===== src/rtl/subarray_job_scheduler.sv =====
// -----------------------------------------------------------------------------
// subarray_job_scheduler
// Shares one systolic subarray between NUM_REQ job sources. A round-robin
// arbiter picks one pending job descriptor, latches its SRAM base addresses,
// pulses tpu_start, waits for a rising edge of tpu_done (or a watchdog
// timeout) and returns a one-cycle completion pulse to the granted requester.
// Every output is a register; srst is synchronous and active-high.
// -----------------------------------------------------------------------------
module subarray_job_scheduler #(
    parameter int NUM_REQ        = 2,
    parameter int ADDR_WIDTH     = 10,
    parameter int TIMEOUT_CYCLES = 1024,
    parameter int CNT_WIDTH      = 16
) (
    input  logic                          clk,
    input  logic                          srst,
    input  logic [NUM_REQ-1:0]            req_valid,
    output logic [NUM_REQ-1:0]            req_ready,
    input  logic [NUM_REQ*ADDR_WIDTH-1:0] req_w_base,
    input  logic [NUM_REQ*ADDR_WIDTH-1:0] req_d_base,
    output logic [NUM_REQ-1:0]            done_valid,
    output logic                          done_err,
    output logic                          tpu_start,
    input  logic                          tpu_done,
    output logic                          sub_abort,
    output logic [ADDR_WIDTH-1:0]         w_base,
    output logic [ADDR_WIDTH-1:0]         d_base,
    output logic                          busy,
    output logic [$clog2(NUM_REQ)-1:0]    grant_id,
    output logic [CNT_WIDTH-1:0]          jobs_done,
    output logic [CNT_WIDTH-1:0]          jobs_err
);

    localparam int ID_W = $clog2(NUM_REQ);
    // Run counter only needs to reach TIMEOUT_CYCLES-1.
    localparam int TW   = $clog2(TIMEOUT_CYCLES);

    localparam logic [TW-1:0]      TIMEOUT_LAST = TW'(TIMEOUT_CYCLES - 1);
    localparam logic [ID_W-1:0]    LAST_ID      = ID_W'(NUM_REQ - 1);
    localparam logic [NUM_REQ-1:0] ONE_HOT_0    = NUM_REQ'(1);

    typedef enum logic [1:0] {
        ST_IDLE  = 2'd0,
        ST_START = 2'd1,
        ST_RUN   = 2'd2,
        ST_DONE  = 2'd3
    } state_t;

    // -------------------------------------------------------------------------
    // State and output registers
    // -------------------------------------------------------------------------
    state_t                r_state;
    logic [ID_W-1:0]       r_rr;
    logic [TW-1:0]         r_cnt;
    logic                  r_tpu_done_q;

    logic [NUM_REQ-1:0]    r_req_ready;
    logic [NUM_REQ-1:0]    r_done_valid;
    logic                  r_done_err;
    logic                  r_tpu_start;
    logic                  r_sub_abort;
    logic [ADDR_WIDTH-1:0] r_w_base;
    logic [ADDR_WIDTH-1:0] r_d_base;
    logic                  r_busy;
    logic [ID_W-1:0]       r_grant_id;
    logic [CNT_WIDTH-1:0]  r_jobs_done;
    logic [CNT_WIDTH-1:0]  r_jobs_err;

    // -------------------------------------------------------------------------
    // Combinational arbitration signals
    // -------------------------------------------------------------------------
    logic                  w_any;
    logic                  w_hi_found;
    logic [ID_W-1:0]       w_win_lo;
    logic [ID_W-1:0]       w_win_hi;
    logic [ID_W-1:0]       w_win;
    logic [ADDR_WIDTH-1:0] w_win_w;
    logic [ADDR_WIDTH-1:0] w_win_d;
    logic                  w_done_seen;
    logic                  w_timeout;

    assign w_done_seen = tpu_done & ~r_tpu_done_q;
    assign w_timeout   = (r_cnt == TIMEOUT_LAST);

    // Round-robin pick: lowest pending index at or above the pointer, else
    // wrap around to the lowest pending index overall.
    always_comb begin
        // NOTE: every variable gets a default before any branch, so no latch is inferred.
        w_any      = 1'b0;
        w_hi_found = 1'b0;
        w_win_lo   = '0;
        w_win_hi   = '0;
        for (int i = NUM_REQ - 1; i >= 0; i--) begin
            if (req_valid[i]) begin
                w_any    = 1'b1;
                w_win_lo = ID_W'(i);
            end
            if (req_valid[i] && (ID_W'(i) >= r_rr)) begin
                w_hi_found = 1'b1;
                w_win_hi   = ID_W'(i);
            end
        end
        w_win = w_hi_found ? w_win_hi : w_win_lo;
    end

    // Select the winner's descriptor slices from the packed request buses.
    always_comb begin
        w_win_w = '0;
        w_win_d = '0;
        for (int i = 0; i < NUM_REQ; i++) begin
            if (ID_W'(i) == w_win) begin
                w_win_w = req_w_base[i*ADDR_WIDTH +: ADDR_WIDTH];
                w_win_d = req_d_base[i*ADDR_WIDTH +: ADDR_WIDTH];
            end
        end
    end

    // Previous-cycle copy of tpu_done for rising-edge detection, every state.
    always_ff @(posedge clk) begin
        // NOTE: sequential state uses non-blocking assignments so every register samples pre-edge values.
        if (srst) begin
            r_tpu_done_q <= 1'b0;
        end else begin
            r_tpu_done_q <= tpu_done;
        end
    end

    // Job FSM with registered outputs: grant, start, run/watchdog, complete.
    always_ff @(posedge clk) begin
        if (srst) begin
            r_state      <= ST_IDLE;
            r_rr         <= '0;
            r_cnt        <= '0;
            r_req_ready  <= '0;
            r_done_valid <= '0;
            r_done_err   <= 1'b0;
            r_tpu_start  <= 1'b0;
            r_sub_abort  <= 1'b0;
            r_w_base     <= '0;
            r_d_base     <= '0;
            r_busy       <= 1'b0;
            r_grant_id   <= '0;
            r_jobs_done  <= '0;
            r_jobs_err   <= '0;
        end else begin
            // NOTE: pulse outputs default low every cycle; only the state that owns a pulse raises it.
            r_req_ready  <= '0;
            r_done_valid <= '0;
            r_tpu_start  <= 1'b0;
            r_sub_abort  <= 1'b0;

            unique case (r_state)
                ST_IDLE: begin
                    if (w_any) begin
                        r_state     <= ST_START;
                        r_busy      <= 1'b1;
                        r_grant_id  <= w_win;
                        r_w_base    <= w_win_w;
                        r_d_base    <= w_win_d;
                        r_tpu_start <= 1'b1;
                        r_req_ready <= ONE_HOT_0 << w_win;
                        if (w_win == LAST_ID) begin
                            r_rr <= '0;
                        end else begin
                            r_rr <= w_win + 1'b1;
                        end
                    end
                end

                ST_START: begin
                    r_cnt   <= '0;
                    r_state <= ST_RUN;
                end

                ST_RUN: begin
                    // A real completion wins over a coincident timeout.
                    if (w_done_seen) begin
                        r_state      <= ST_DONE;
                        r_done_valid <= ONE_HOT_0 << r_grant_id;
                        r_done_err   <= 1'b0;
                    end else if (w_timeout) begin
                        r_state      <= ST_DONE;
                        r_done_valid <= ONE_HOT_0 << r_grant_id;
                        r_done_err   <= 1'b1;
                        r_sub_abort  <= 1'b1;
                    end else begin
                        r_cnt <= r_cnt + 1'b1;
                    end
                end

                ST_DONE: begin
                    r_state    <= ST_IDLE;
                    r_busy     <= 1'b0;
                    r_done_err <= 1'b0;
                    if (r_jobs_done != {CNT_WIDTH{1'b1}}) begin
                        r_jobs_done <= r_jobs_done + 1'b1;
                    end
                    if (r_done_err && (r_jobs_err != {CNT_WIDTH{1'b1}})) begin
                        r_jobs_err <= r_jobs_err + 1'b1;
                    end
                end

                default: begin
                    r_state <= ST_IDLE;
                    r_busy  <= 1'b0;
                end
            endcase
        end
    end

    // -------------------------------------------------------------------------
    // Output ports
    // -------------------------------------------------------------------------
    assign req_ready  = r_req_ready;
    assign done_valid = r_done_valid;
    assign done_err   = r_done_err;
    assign tpu_start  = r_tpu_start;
    assign sub_abort  = r_sub_abort;
    assign w_base     = r_w_base;
    assign d_base     = r_d_base;
    assign busy       = r_busy;
    assign grant_id   = r_grant_id;
    assign jobs_done  = r_jobs_done;
    assign jobs_err   = r_jobs_err;

endmodule


===== config.mk =====
export PLATFORM = sky130hd
export DESIGN_NAME = subarray_job_scheduler
export DESIGN_NICKNAME = d
export VERILOG_FILES = /design/src/rtl/subarray_job_scheduler.sv
export SDC_FILE = /design/constraint.sdc
export NUM_CORES = 1
export LEC_CHECK = 0
export BUFFER_PORTS_ARGS = -buffer_cell sky130_fd_sc_hd__buf_2
export CORE_MARGIN = 2
export CORE_UTILIZATION = 35
export DETAILED_ROUTE_END_ITERATION = 10
export SETUP_SLACK_MARGIN = 0.4
export SYNTH_ARGS = -nofsm -noshare
export SYNTH_HDL_FRONTEND = slang
export SYNTH_SLANG_ARGS = --single-unit
export TNS_END_PERCENT = 30

===== constraint.sdc =====
create_clock -name clk -period 2.15 [get_ports clk]
set_clock_uncertainty 0.1 [all_clocks]
set_input_delay 0.215 -clock clk [delete_from_list [all_inputs] [get_ports clk]]
set_output_delay 0.215 -clock clk [all_outputs]
set_load 0.005 [all_outputs]

=== Word level (Yosys, flattened, before mapping) ===
Cells that the tools add are included.

* $add $sub $neg: 4
* Shift-type cells: 2
* Reductions and logical operators: 18
* Eq/ne operators: 10
* Mux-type cells: 26
* $lt $le $gt $ge: 2
* Bitwise logic cells: 5

{| class="wikitable"
|+ Operator list
! cell !! number
|-
| $mux 10 || 4
|-
| $add 16x1->16 const B || 2
|-
| $ne 16x16->1 const B || 2
|-
| $pmux 10 s2 || 1
|-
| $mux 1 || 13
|-
| $reduce_and 2->1 || 6
|-
| $add 10x1->10 const B || 1
|-
| $eq 10x10->1 const B || 1
|-
| $mux 2 || 5
|-
| $pmux 2 s4 || 1
|-
| $ne 2x2->1 const B || 3
|-
| $reduce_bool 2->1 || 3
|-
| $reduce_or 3->1 || 2
|-
| $eq 2x2->1 const B || 2
|-
| $not 1->1 || 4
|-
| $pmux 1 s2 || 2
|-
| $reduce_or 2->1 || 2
|-
| $shl 1x1->2 const A || 2
|-
| $logic_and 1x1->1 || 3
|-
| $ne 3x3->1 const B || 1
|-
| $reduce_and 3->1 || 1
|-
| $eq 2x1->1 const B || 1
|-
| $ge 1x1->1 const A || 2
|-
| $logic_not 2->1 || 1
|-
| 2 further kinds || 2
|}

* Input port bits: 45
* Flip-flop bits (word level): 75
* Logic and storage cells: 82

=== Longest topological paths before layout ===
* Depth after elaboration: 7
* Gate-level depth with buffers: 7

=== Worst setup path before layout ===
OpenSTA, ideal clock, no wires.

* Kind: register to register
* From: reg r_state[1]
* To: reg r_jobs_err[15], in the netlist jobs_err[15]
* Arrival: 1.648 ns
* Stages on the path, launching flop included: 6
* Slack: 0.281 ns
* Clock period less this slack: 1.869 ns
* Library setup time: 0.121 ns
* Required time: 1.929 ns
* Cell sequence: dfxtp_1 -> ha_1 -> and3_1 -> nand4_1 -> nor4b_1 -> mux2_2

* Word-level cells in the longest chain between the ends: 2

{| class="wikitable"
|+ RTL lines
! what !! line !! RTL
|-
| start, declared || 52 || <nowiki>state_t r_state;</nowiki>
|-
| start signal, assigned || 131 || <nowiki>r_state <= ST_IDLE;</nowiki>
|-
| start signal, assigned || 155 || <nowiki>r_state <= ST_START;</nowiki>
|-
| start signal, assigned || 172 || <nowiki>r_state <= ST_RUN;</nowiki>
|-
| $eq 2x2->1 || 152 || <nowiki>unique case (r_state)</nowiki>
|-
| $reduce_and 2->1 (no source line) || - ||
|-
| end signal, assigned || 199 || <nowiki>r_jobs_err <= r_jobs_err + 1'b1;</nowiki>
|-
| end, declared || 67 || <nowiki>logic [CNT_WIDTH-1:0] r_jobs_err;</nowiki>
|}

No other way between the ends.
A chain may end at the register's enable or synchronous reset.

=== Final worst setup path ===
* From: reg r_state[1]
* To: reg r_jobs_done[9], in the netlist jobs_done[9]

* Word-level cells in the longest chain between the ends: 2

{| class="wikitable"
|+ RTL lines
! what !! line !! RTL
|-
| $eq 2x2->1 || 152 ||
|-
| $reduce_and 2->1 (no source line) || - ||
|-
| end signal, assigned || 196 || <nowiki>r_jobs_done <= r_jobs_done + 1'b1;</nowiki>
|-
| end, declared || 66 || <nowiki>logic [CNT_WIDTH-1:0] r_jobs_done;</nowiki>
|}

No other way between the ends.

==> impl_metrics.yaml <==
outcome:
  status: "completed"
yosys:
  synth_cell_type_count: 55
  synthTopCellsByArea: "dfxtp_1 42%, a222oi_1 5.6%, nor2_1 4.5%"
  netlist_instances: 408
  synthFlopType: "dfxtp_1"
  netlist_area_sq_um: 3580
  ys.warnings.count: 0
  synth_top_cell_area_share_pct: 42.0
  synth_seq_cells: 75
  yosysTopAreaCell: "dfxtp_1"
  syn-num-nets: 460
  synth_area_per_cell_sq_um: 8.77
  ys_seq_area_share_pct: 42.0
  synth_edf_count: 0
  async_flop_share_pct: 0
timing:
  period_needed_ns: 1.81
  tns_ns: 0
  hold_viol: 0
  rsz0062_at_grt: "yes"
  fin_crit_sh_pct: 84.1
  finalMaxSlewViolations: 0
  worst_pin_slew_ns: 0.406
  finalSetupViolCount: 0
  slew_headroom_pct: 72.7
  fmax_mhz: 553
  holdWs_ns: 0.00960
global_routing:
  grt-ovfl-total: 0
  antenna_found_initial: 0
  gr-usage-all-layers_pct: 18.2
  grt_pass1_vias: 3599
  grt_max_degree: 56
  grt_pass1_wl_mm: 16.6
cells_and_area:
  final_common_cell: "buf_2"
  layout-drive-gt1-share_pct: 40.6
  fillers: 939
  area_growth_pct: 40.6
  seq_area_sq_um: 1540
  insertedDiodeCount: 0
  multi_input_area_sq_um: 2110
  final_cell_mix: "105 x buf_2, 58 x dfxtp_1, 43 x nor2_1, 43 x buf_4, 26 x nand2_1"
  nNetsFinal: 604
power_and_ir_drop:
  comb_power_share_pct: 28.0
  p_leak_nw: 2.07
  swShare_pct: 32.9
  power_frac_seq_pct: 42.7
  clockPowerShare_pct: 29.3
  finalPower_mw: 3.84
  intPower_mw: 2.58
  ir_drop_v: 0.000371
  switchingPower_mw: 1.26
  cellPowerDensity_nw_per_um2: 763
clock_network:
  clockBufferDepth: 2
  clock_sinks: 75
  numCtsBuffers: 9
  clockRootBuffer: "clkbuf_8"
  cts.clk_slew.worst_paths_ns: 0.09
  cts_tree: "yes"
  htreeDepth: 3
  clk_latency_ns: 0.36
floorplan:
  ios: 106
  coreArea_sq_um: 9860
  fp.dieArea_sq_um: 11000
  core.rowCount: 36
  die_width_microns: 105
  start_util_pct: 36.3
  die-height_microns: 105
detailed_routing:
  routedWlPerCell_microns: 14.8
  vias_per_cell: 5.51
  wl_mm: 10.2
  first_pass_iters: 5
  antenna_left: 0
  drc_errors: 0
  vias: 3799
  drtIter0Drc: 192
worst_setup_path:
  crit_fanout: 8
  critPathArrivalTime_ns: 1.96
  timing.critical_path.mode_cell: "buf_4"
  crit_path_cell_trace: "ha_4, buf_4, buf_4, nand3_4, a2111oi_4, mux2_4"
  max_stage_delay_ns: 0.39
  worstSetupStartpointType: "flip-flop"
  crit_type: "flip-flop to flip-flop"
  cp_slowest_cell: "dfxtp_4"
  worstSetupEndpointType: "flip-flop"
  critPathRequiredTime_ns: 2.31
placement:
  io_buffers: 105
  gp_congestion: 0.829
  dp_hpwl_mm: 6.77
hold_path:
  hp-class: "input port to flip-flop"
flow_run:
  cap_violations: 0
-- layer usage --
metal | part of all wire [%] | vias to the layer above | global-route usage [%]
li1 | - | 1857 | -
met1 | 44 | 1817 | 21.7
met2 | 49 | 113 | 31.1
met3 | 5.7 | 12 | 5.49
met4 | 1.2 | 0 | 5.90
met5 | 0 | - | 0
-- through the flow --
stage	utilization (%)	setup WS, ns	std cells	area (sq um)
floorplan	-	0.329	408	3610
global placement	44.3	0.127	642	4370
detailed placement	44.3	0.0850	642	4370
CTS	49.5	0.328	679	4880
global route	51.0	0.234	690	5030
finish	51.0	0.342	690	5030
-- state kept, by name, indices dropped and copies added, names as in the netlist, 2 cells and up --
signal	count
d_base	10
w_base	10
done_valid	2
r_state	2
jobs_err	16
req_ready	2
r_cnt	10
jobs_done	16
-- cell usage after synthesis, types with 5 or more instances --
master and number:
dfxtp_1 75, nor2_1 43, nand2_1 28, a21oi_1 22, a222oi_1 20, nand3_1 19, clkbuf_1 17, inv_1 13
nor2b_1 13, nand4_1 12, a31oi_1 10, mux2_2 10, o31ai_1 10, and3_1 9, or4_1 9, ha_1 7
nor3_1 7, nor4_1 6, o21ai_0 6, or3_1 6, a211oi_1 5
-- critical path: cells and delay by family, from the launching register on --
family	cells	cell delay (ns)
buffers and inverters	2	0.21
multiplexers	1	0.33
AND/OR/NAND/NOR	1	0.13
flip-flops	1	0.39
AO/OA/AOI/OAI	1	0.37
adder cells (fa/ha/maj)	1	0.17
-- power groups by stage --
stage | combinational (mW) | clock (mW) | sequential (mW)
floorplan | 0.562 | 0 | 1.64
global placement | 0.942 | 0 | 1.64
detailed placement | 0.951 | 0 | 1.64
CTS | 0.996 | 1.15 | 1.63
global route | 1.20 | 1.21 | 1.65
finish | 1.08 | 1.12 | 1.64
-- kinds of logic after synthesis --
kind of cell,synth area share [%]
AOI/OAI and AO/OA,20.6
adders and majority gates,2.45
buffers and inverters,4.37
DFF,42.0
muxes,3.99
and+or+nand+nor,26.6
-- what timing repair did --
| item | in CTS | in global routing |
|---|---|---|
| setup endpoints to repair | 46 | 45 |
| hold buffers | 7 | 0 |
| gates resized for setup | 45 | 14 |
| pin swaps | 14 | 10 |
| buffers inserted | 14 | 11 |
| endpoints found under the hold margin | 7 | 0 |
-- layout make-up --
cell class	count	share of cell area, %
Multi-Input combinational cell	295	42.0
Clock buffer	10	2.54
Clock inverter	6	1.44
Sequential cell	75	30.6
Timing Repair Buffer	158	19.1
Tap cell	133	3.31
Inverter	13	0.970
-- final timing paths --
check           startpoint            end  slack (ns)  depth (start not counted)
min reg2reg       grant_id  done_valid[0]        0.37                          1
max             r_state[1]   jobs_done[9]        0.34                          6
max reg2reg     r_state[1]   jobs_done[9]        0.34                          6
min          req_d_base[5]      d_base[5]        0.01                          3
Power figures use the tool's default switching activity.
